File: src/rtl/audio_serial_tx_if.sv
// Sample push bus for audio_serial_tx: a 32-bit word with a valid/ready handshake.
// The producer drives x and x_valid; the transmitter answers with x_ready.
interface audio_serial_tx_if;
  logic [31:0] x;
  logic        x_valid;
  logic        x_ready;

  modport master (output x, output x_valid, input x_ready);
  modport slave  (input x, input x_valid, output x_ready);
endinterface

File: src/rtl/audio_serial_tx.sv
// Serial audio transmitter. Samples are queued in a small FIFO and shifted out
// MSB first on sd. Each word is framed by ws (0 = left, 1 = right), and sck is
// derived from c by a BCLK_DIV half-period divider. Data changes only on sck
// falling edges, so the receiver can sample sd on sck rising edges. A missing
// word is replaced by zero and flagged on underrun. When en drops, the current
// left/right frame completes before the block stops.
module audio_serial_tx #(
  parameter int DEPTH    = 4,
  parameter int BCLK_DIV = 4
) (
  input  logic                     c,
  input  logic                     r_n,
  audio_serial_tx_if.slave         smp,
  input  logic                     en,
  output logic                     sck,
  output logic                     ws,
  output logic                     sd,
  output logic                     underrun,
  output logic [$clog2(DEPTH):0]   level
);

  localparam int AW = $clog2(DEPTH);
  localparam int LW = AW + 1;
  localparam int DW = $clog2(BCLK_DIV);

  typedef enum logic {IDLE, RUN} state_t;

  logic [31:0]   mem [DEPTH];
  logic [AW-1:0] wr_ptr;
  logic [AW-1:0] rd_ptr;
  logic [LW-1:0] count;
  logic [31:0]   head;
  logic          push;
  logic          pop;

  state_t        state;
  state_t        state_next;
  logic [DW-1:0] div_cnt;
  logic [DW-1:0] div_next;
  logic [4:0]    bit_cnt;
  logic [4:0]    bit_next;
  logic [31:0]   shreg;
  logic [31:0]   shreg_next;
  logic          sck_q;
  logic          sck_next;
  logic          ws_q;
  logic          ws_next;
  logic          underrun_q;
  logic          underrun_next;

  assign smp.x_ready = (count < LW'(DEPTH));
  assign push        = smp.x_valid && smp.x_ready;
  assign head        = mem[rd_ptr];
  assign level       = count;

  assign sck      = sck_q;
  assign ws       = ws_q;
  assign sd       = shreg[31];
  assign underrun = underrun_q;

  // Sample storage; contents need no reset because the pointers define validity.
  always_ff @(posedge c) begin
    if (push) begin
      mem[wr_ptr] <= smp.x;
    end
  end

  // FIFO pointers and occupancy. A simultaneous push and pop leave the count unchanged.
  always_ff @(posedge c or negedge r_n) begin
    if (!r_n) begin
      wr_ptr <= '0;
      rd_ptr <= '0;
      count  <= '0;
    end else begin
      if (push) begin
        wr_ptr <= wr_ptr + AW'(1);
      end
      if (pop) begin
        rd_ptr <= rd_ptr + AW'(1);
      end
      case ({push, pop})
        2'b10:   count <= count + LW'(1);
        2'b01:   count <= count - LW'(1);
        default: count <= count;
      endcase
    end
  end

  // Transmitter state register: FSM state, divider, bit counter, shifter and serial outputs.
  always_ff @(posedge c or negedge r_n) begin
    if (!r_n) begin
      state      <= IDLE;
      div_cnt    <= '0;
      bit_cnt    <= '0;
      shreg      <= '0;
      sck_q      <= 1'b0;
      ws_q       <= 1'b0;
      underrun_q <= 1'b0;
    end else begin
      state      <= state_next;
      div_cnt    <= div_next;
      bit_cnt    <= bit_next;
      shreg      <= shreg_next;
      sck_q      <= sck_next;
      ws_q       <= ws_next;
      underrun_q <= underrun_next;
    end
  end

  // Next-state logic. The divider toggles sck on each wrap. All data movement
  // happens on the wrap that takes sck from 1 to 0. The word boundary either
  // reloads from the FIFO (or substitutes zero) or, after the right word with
  // en low, returns to IDLE.
  always_comb begin
    state_next    = state;
    div_next      = div_cnt;
    bit_next      = bit_cnt;
    shreg_next    = shreg;
    sck_next      = sck_q;
    ws_next       = ws_q;
    underrun_next = 1'b0;
    pop           = 1'b0;

    case (state)
      IDLE: begin
        div_next   = '0;
        bit_next   = '0;
        shreg_next = '0;
        sck_next   = 1'b0;
        ws_next    = 1'b0;
        if (en && (count != '0)) begin
          state_next = RUN;
          pop        = 1'b1;
          shreg_next = head;
        end
      end

      RUN: begin
        if (div_cnt == DW'(BCLK_DIV - 1)) begin
          div_next = '0;
          sck_next = ~sck_q;
          if (sck_q) begin
            if (bit_cnt == 5'd31) begin
              bit_next = '0;
              if (ws_q && !en) begin
                state_next = IDLE;
                sck_next   = 1'b0;
                ws_next    = 1'b0;
                shreg_next = '0;
              end else begin
                ws_next = ~ws_q;
                if (count != '0) begin
                  pop        = 1'b1;
                  shreg_next = head;
                end else begin
                  shreg_next    = '0;
                  underrun_next = 1'b1;
                end
              end
            end else begin
              shreg_next = {shreg[30:0], 1'b0};
              bit_next   = bit_cnt + 5'd1;
            end
          end
        end else begin
          div_next = div_cnt + DW'(1);
        end
      end

      default: begin
        state_next = IDLE;
      end
    endcase
  end

endmodule

File: src/flat_wrapper.sv
// flat-port wrapper written by rule: the top's interface ports become plain ports
module audio_serial_tx_flat 
#(
  parameter int DEPTH    = 4,
  parameter int BCLK_DIV = 4
)
  (c, r_n, en, sck, ws, sd, underrun, level, smp_x, smp_x_valid, smp_x_ready);
  audio_serial_tx_if smp_i ();
  input  logic c;
  input  logic r_n;
  input  logic en;
  output logic sck;
  output logic ws;
  output logic sd;
  output logic underrun;
  output logic [$clog2(DEPTH):0] level;
  input wire logic [$bits(smp_i.x)-1:0] smp_x;
  input wire logic [$bits(smp_i.x_valid)-1:0] smp_x_valid;
  output wire logic [$bits(smp_i.x_ready)-1:0] smp_x_ready;
  assign smp_i.x = smp_x;
  assign smp_i.x_valid = smp_x_valid;
  assign smp_x_ready = smp_i.x_ready;
  audio_serial_tx #(.DEPTH(DEPTH), .BCLK_DIV(BCLK_DIV)) u_core (.c(c), .r_n(r_n), .smp(smp_i), .en(en), .sck(sck), .ws(ws), .sd(sd), .underrun(underrun), .level(level));
endmodule
File: config.mk
export PLATFORM = sky130hd
export DESIGN_NAME = audio_serial_tx_flat
export DESIGN_NICKNAME = d
export VERILOG_FILES = /design/src/rtl/audio_serial_tx_if.sv /design/src/rtl/audio_serial_tx.sv /design/src/flat_wrapper.sv
export SDC_FILE = /design/constraint.sdc
export NUM_CORES = 1
export LEC_CHECK = 0
export BUFFER_PORTS_ARGS = -buffer_cell sky130_fd_sc_hd__buf_4
export CAP_MARGIN = 30
export CORE_MARGIN = 1.5
export CORE_UTILIZATION = 30
export DETAILED_ROUTE_END_ITERATION = 16
export PLACE_DENSITY_LB_ADDON = 0.25
export SLEW_MARGIN = 20
export SYNTH_ARGS = -nofsm -noshare
export SYNTH_HDL_FRONTEND = slang
export SYNTH_SLANG_ARGS = --single-unit
export TNS_END_PERCENT = 10
File: constraint.sdc
create_clock -name c -period 2.6 [get_ports c]
set_clock_uncertainty 0.2 [all_clocks]
set_input_delay 0 -clock c [delete_from_list [all_inputs] [get_ports c]]
set_output_delay 0 -clock c [all_outputs]
set_load 0.02 [all_outputs]
Word-level counts from Yosys, hierarchy flattened
Memory sizes are Yosys's and may differ from the RTL's.
Cells that the tools add are included.

cells by class
  order comparisons = 1
  mux-type cells = 44
  bitwise gates (word level) = 3
  add/sub/neg operators = 6
  equality and inequality tests = 7
  reductions and logical operators = 8

operators with widths
  cell                                                                number
  32-bit 2-to-1 mux                                                   6
  32-bit one-hot mux with 2 select lines                              1
  1-bit 2-to-1 mux                                                    26
  5-bit 2-to-1 mux                                                    3
  5-bit one-hot mux with 2 select lines                               1
  1-bit one-hot mux with 2 select lines                               4
  2-bit by 1-bit adder with 2-bit output, second input constant       3
  2-bit != test, second input constant                                3
  3-bit one-hot mux with 2 select lines                               1
  5-bit by 1-bit adder with 5-bit output, second input constant       1
  5-bit == test, second input constant                                1
  2-bit == test, second input constant                                2
  2-bit one-hot mux with 2 select lines                               1
  3-bit by 1-bit adder with 3-bit output, second input constant       1
  1-bit logical AND                                                   3
  3-bit < comparator, second input constant                           1
  1-bit inverter                                                      3
  3-bit AND reduction                                                 1
  3-bit nonzero test                                                  1
  3-bit by 1-bit subtractor with 3-bit output, second input constant  1
  2-bit by 1-bit == test with 1-bit output, second input constant     1
  2-bit 2-to-1 mux                                                    1
  2-bit AND reduction                                                 1
  2-bit nonzero test                                                  1
  1-bit zero test                                                     1

word-level totals
  RAM bits = 128
  memories kept = 1
  flip-flop bits (word level) = 50
  input bits = 36

memories
  name        words  width  rd ports  clocked after Yosys merged registers in  write ports  line                   source
  u_core.mem  4      32     1         0                                        1            audio_serial_tx.sv:28  logic [31:0] mem [DEPTH];

Longest topological paths before layout
  depth in word-level cells = 9
  depth in mapped cells = 12
  depth with buffers taken out = 12

Least setup slack after synthesis
OpenSTA, ideal clock, no wires.

  path type = register to register
  start = register u_core.bit_cnt[0]
  end = register u_core.count[2], in the netlist u_core.level[2]
  slack = 0.011 ns
  arrival = 2.261 ns
  data required time = 2.272 ns
  setup time = 0.128 ns
  cell stages (with the launch flop) = 13
  cell sequence = dfrtp_1 ha_1 and3_1 ha_1 and3_1 o221ai_1 inv_1 ha_1 inv_1 fa_1 xor2_1 nor2_1 xnor2_1

between the ends
  cells in the longest elaborated chain, start to end = 7
  elaborated cells between the ends (all ways) = 9

RTL lines
  element                                                                             line                    source
  start, declared                                                                     audio_serial_tx.sv:40   logic [4:0] bit_cnt;
  start signal, assigned                                                              audio_serial_tx.sv:102  bit_cnt <= bit_next;
  5-bit == test (*)                                                                   audio_serial_tx.sv:143  if (bit_cnt == 5'd31) begin
  1-bit 2-to-1 mux (*)                                                                audio_serial_tx.sv:143
  1-bit 2-to-1 mux (*)                                                                audio_serial_tx.sv:142  if (sck_q) begin
  1-bit 2-to-1 mux (*)                                                                audio_serial_tx.sv:139  if (div_cnt == DW'(BCLK_DIV - 1)) begin
  1-bit one-hot mux with 2 select lines (*)                                           audio_serial_tx.sv:124  case (state)
  2-bit by 1-bit == test with 1-bit output / 2-bit == test (equally long branches)    audio_serial_tx.sv:81   case ({push, pop})
  3-bit one-hot mux with 2 select lines / 2-bit nonzero test (equally long branches)  -
  end signal, assigned                                                                audio_serial_tx.sv:82   2'b10: count <= count + LW'(1);
  end signal, assigned                                                                audio_serial_tx.sv:83   2'b01: count <= count - LW'(1);
  end signal, assigned                                                                audio_serial_tx.sv:84   default: count <= count;
  end, declared                                                                       audio_serial_tx.sv:31   logic [LW-1:0] count;

Mark *: on every way between the ends. The rest lies on a longest branch, timed or not.
A chain may end at the register's enable or synchronous reset.

Final worst setup path
  start = register u_core.bit_cnt[1]
  end = register u_core.count[2], in the netlist u_core.level[2]

Same word-level chain as after synthesis.

==> out/metrics.yaml <==
synth:
  synth.avg_cell_area_um2: 16.4
  synth_edf_count: 128
  synth_cells: 454
  yosysSeqAreaShare_pct: 68.6
  ys_ff_latch: 178
  synth_area_um2: 7430
  yosysWarnings: 0
  async_flop_share_pct: 28.1
  yosysUniqueCellTypes: 37
  synth_nets: 499
  ys.flop_type: "edfxtp_1"
placed_design:
  pre_cts_slack_ns: -0.0485
  gp_congestion: 0.730
  dp_cells: 807
  dp_hpwl_um: 9550
  place_area_um2: 8180
  io_buffer_count: 43
setup_path:
  critPathKind: "flop to flop"
  startpoint: "u_core.bit_cnt[1]"
  path_max_fanout: 3
  regToRegSetupSlack_ns: 0.13
  start_kind: "flop"
  rr_startpoint: "u_core.bit_cnt[1]"
  crit_arrival_ns: 2.62
  worst_setup_path_end_kind: "flop"
  rr_endpoint: "u_core.level[2]"
  cp.required_ns: 2.75
  r2r_cells: 12
run_status:
  outcome: "finished, final reports clean"
layout:
  antenna_cells: 0
  area_growth_pct: 24.3
  nNetsFinal: 589
  drive_gt1_share_pct: 26.6
  layout.cells.non_filler: 881
  design_area_um2: 9230
  postLayoutCoreUtil_pct: 38.0
  n_fill_cell: 2248
  layout_common_cells: "edfxtp_1, buf_4, dfrtp_1"
  layout.cells.most_common: "edfxtp_1"
sta:
  fin_crit_sh_pct: 95.1
  slew-limit-headroom_pct: 64.3
  period_needed_ns: 2.47
  rsz0062_at_grt: "false"
  fin_setup_tns_ns: 0
  worst_pin_slew_ns: 0.534
  max_freq_mhz: 404
  setup_slack_ns: 0.127
  holdWs_ns: 0.114
  finalSetupViolCount: 0
  hold_violations: 0
  slew_violations: 0
die:
  rows: 57
  core_area_um2: 24300
  chipWidth_um: 160
  die_h_um: 160
  die_area_um2: 25700
  io_pins: 44
  initial_core_util_pct: 30.5
grt:
  grt_pass1_wl_um: 25900
  grt_start_max_net_pins: 39
  track_usage_pct: 13.2
  antenna_found_initial: 0
  grt_pass1_vias: 4659
  overflow: 0
clock_network:
  cts_tree: "built"
  cts_max_level: 4
  clk_path_buf_depth: 2
  numCtsBuffers: 17
  clk_pin_slew_ns: 0.07
  clock_sinks: 178
  cts-root-buf: "clkbuf_16"
  insertion_delay_ns: 0.43
drt:
  firstDrtPassIters: 4
  wl_per_cell_um: 18.3
  drc: 0
  wirelength_um: 16100
  drt_iter0_markers: 229
  vias_per_cell: 4.92
  antenna_left: 0
  vias: 4332
min_path:
  hold_path_startpoint: "smp_x[9]"
  hold_class: "input port to flop"
  min_delay_path_depth: 2
  worstHoldEndpoint: "u_core.mem[2][9]"
power_and_ir_drop:
  peakVddDrop_mv: 0.385
  power.total_mw: 6.80
  power_density_nw_per_um2: 736
  p_leak_nw: 3.40
flow_run:
  cap_violations: 0
-- how the worst max path moves through the flow --
| stage | end | slack [ns] | cells past startpoint |
|---|---|---|---|
| global route | u_core.level[2] | 0.02 | 12 |
| CTS | u_core.level[2] | 0.02 | 12 |
| detailed placement | u_core.level[2] | -0.05 | 12 |
| global placement | u_core.level[2] | 0.07 | 12 |
| finish | u_core.level[2] | 0.13 | 12 |
| floorplan | u_core.level[2] | 0.01 | 12 |
-- state kept, by name (all words and copies together) (netlist names) --
name	count
u_core.div_cnt	2
u_core.underrun	1
u_core.ws	1
u_core.mem	128
u_core.level	3
u_core.bit_cnt	5
u_core.wr_ptr	2
u_core.shreg	32
u_core.rd_ptr	2
u_core.state	1
u_core.sck	1
-- cells in the mapped netlist, types with 2 or more instances --
| cell type | instances | area [um2] |
|---|---|---|
| o21ai_0 | 38 | 190 |
| inv_1 | 11 | 41.3 |
| nand3_1 | 5 | 25.0 |
| and2b_1 | 2 | 15.0 |
| clkbuf_1 | 25 | 93.8 |
| mux4_2 | 32 | 721 |
| xnor2_1 | 6 | 52.6 |
| edfxtp_1 | 128 | 3840 |
| buf_6 | 4 | 45.0 |
| and2_1 | 5 | 31.3 |
| a21oi_1 | 5 | 25.0 |
| buf_2 | 9 | 45.0 |
| nand2_1 | 7 | 26.3 |
| ha_1 | 8 | 100 |
| nor2b_1 | 31 | 194 |
| a2bb2oi_1 | 31 | 272 |
| and3_1 | 2 | 12.5 |
| dfrtp_1 | 50 | 1250 |
| o221ai_1 | 2 | 17.5 |
| o2111ai_1 | 31 | 272 |
| nor2_1 | 5 | 18.8 |
| nor3_1 | 2 | 10.0 |
-- layer usage --
metal | track usage, % | wire [um]
met1 | 17.0 | 7150
met2 | 22.3 | 8170
met3 | 2.74 | 580
met4 | 4.29 | 208
met5 | 0 | 0
-- logic make-up (layout without fill, tap and decap cells) --
kind of cell / after synthesis / in the layout / synth area share [%]
DFF: 178 / 178 / 68.6
AOI/OAI and AO/OA: 110 / 110 / 10.7
and+or+nand+nor: 65 / 65 / 5.11
buffers and inverters: 52 / 155 / 3.25
muxes: 33 / 33 / 9.84
adders and majority gates: 9 / 9 / 1.62
xor gates and xnor gates: 7 / 7 / 0.826
-- report_power, final --
part / total, mW / internal (mW) / switching (mW)
Combinational: 0.801 / 0.297 / 0.503
Sequential: 3.48 / 3.39 / 0.0847
Clock: 2.52 / 1.43 / 1.09
-- layout make-up --
class	instances	area (um2)	area share (%)
Clock buffer	18	429	4.65
Timing Repair Buffer	111	961	10.4
Sequential cell	178	5100	55.2
Inverter	12	45.0	0.488
Clock inverter	14	148	1.60
Multi-Input combinational cell	224	2150	23.3
Tap cell	324	405	4.39
-- worst max-delay path, cell delays in order (launching register included) --
cell and delay, ns:
dfrtp_1 0.37, ha_2 0.20, and3_4 0.20, ha_4 0.13, and3_4 0.19, o221ai_4 0.12
inv_2 0.09, ha_4 0.13, inv_1 0.04, fa_2 0.33, xor2_1 0.14, nor2_1 0.13
xnor2_1 0.12
-- repair_timing --
action,CTS,global route
hold buffers,37,0
hold endpoints to repair,186,0
buffers inserted,2,3
pin swaps,0,4
endpoints found under the setup margin,2,2
resized for setup,2,9
(Power assumes the default switching activity.)
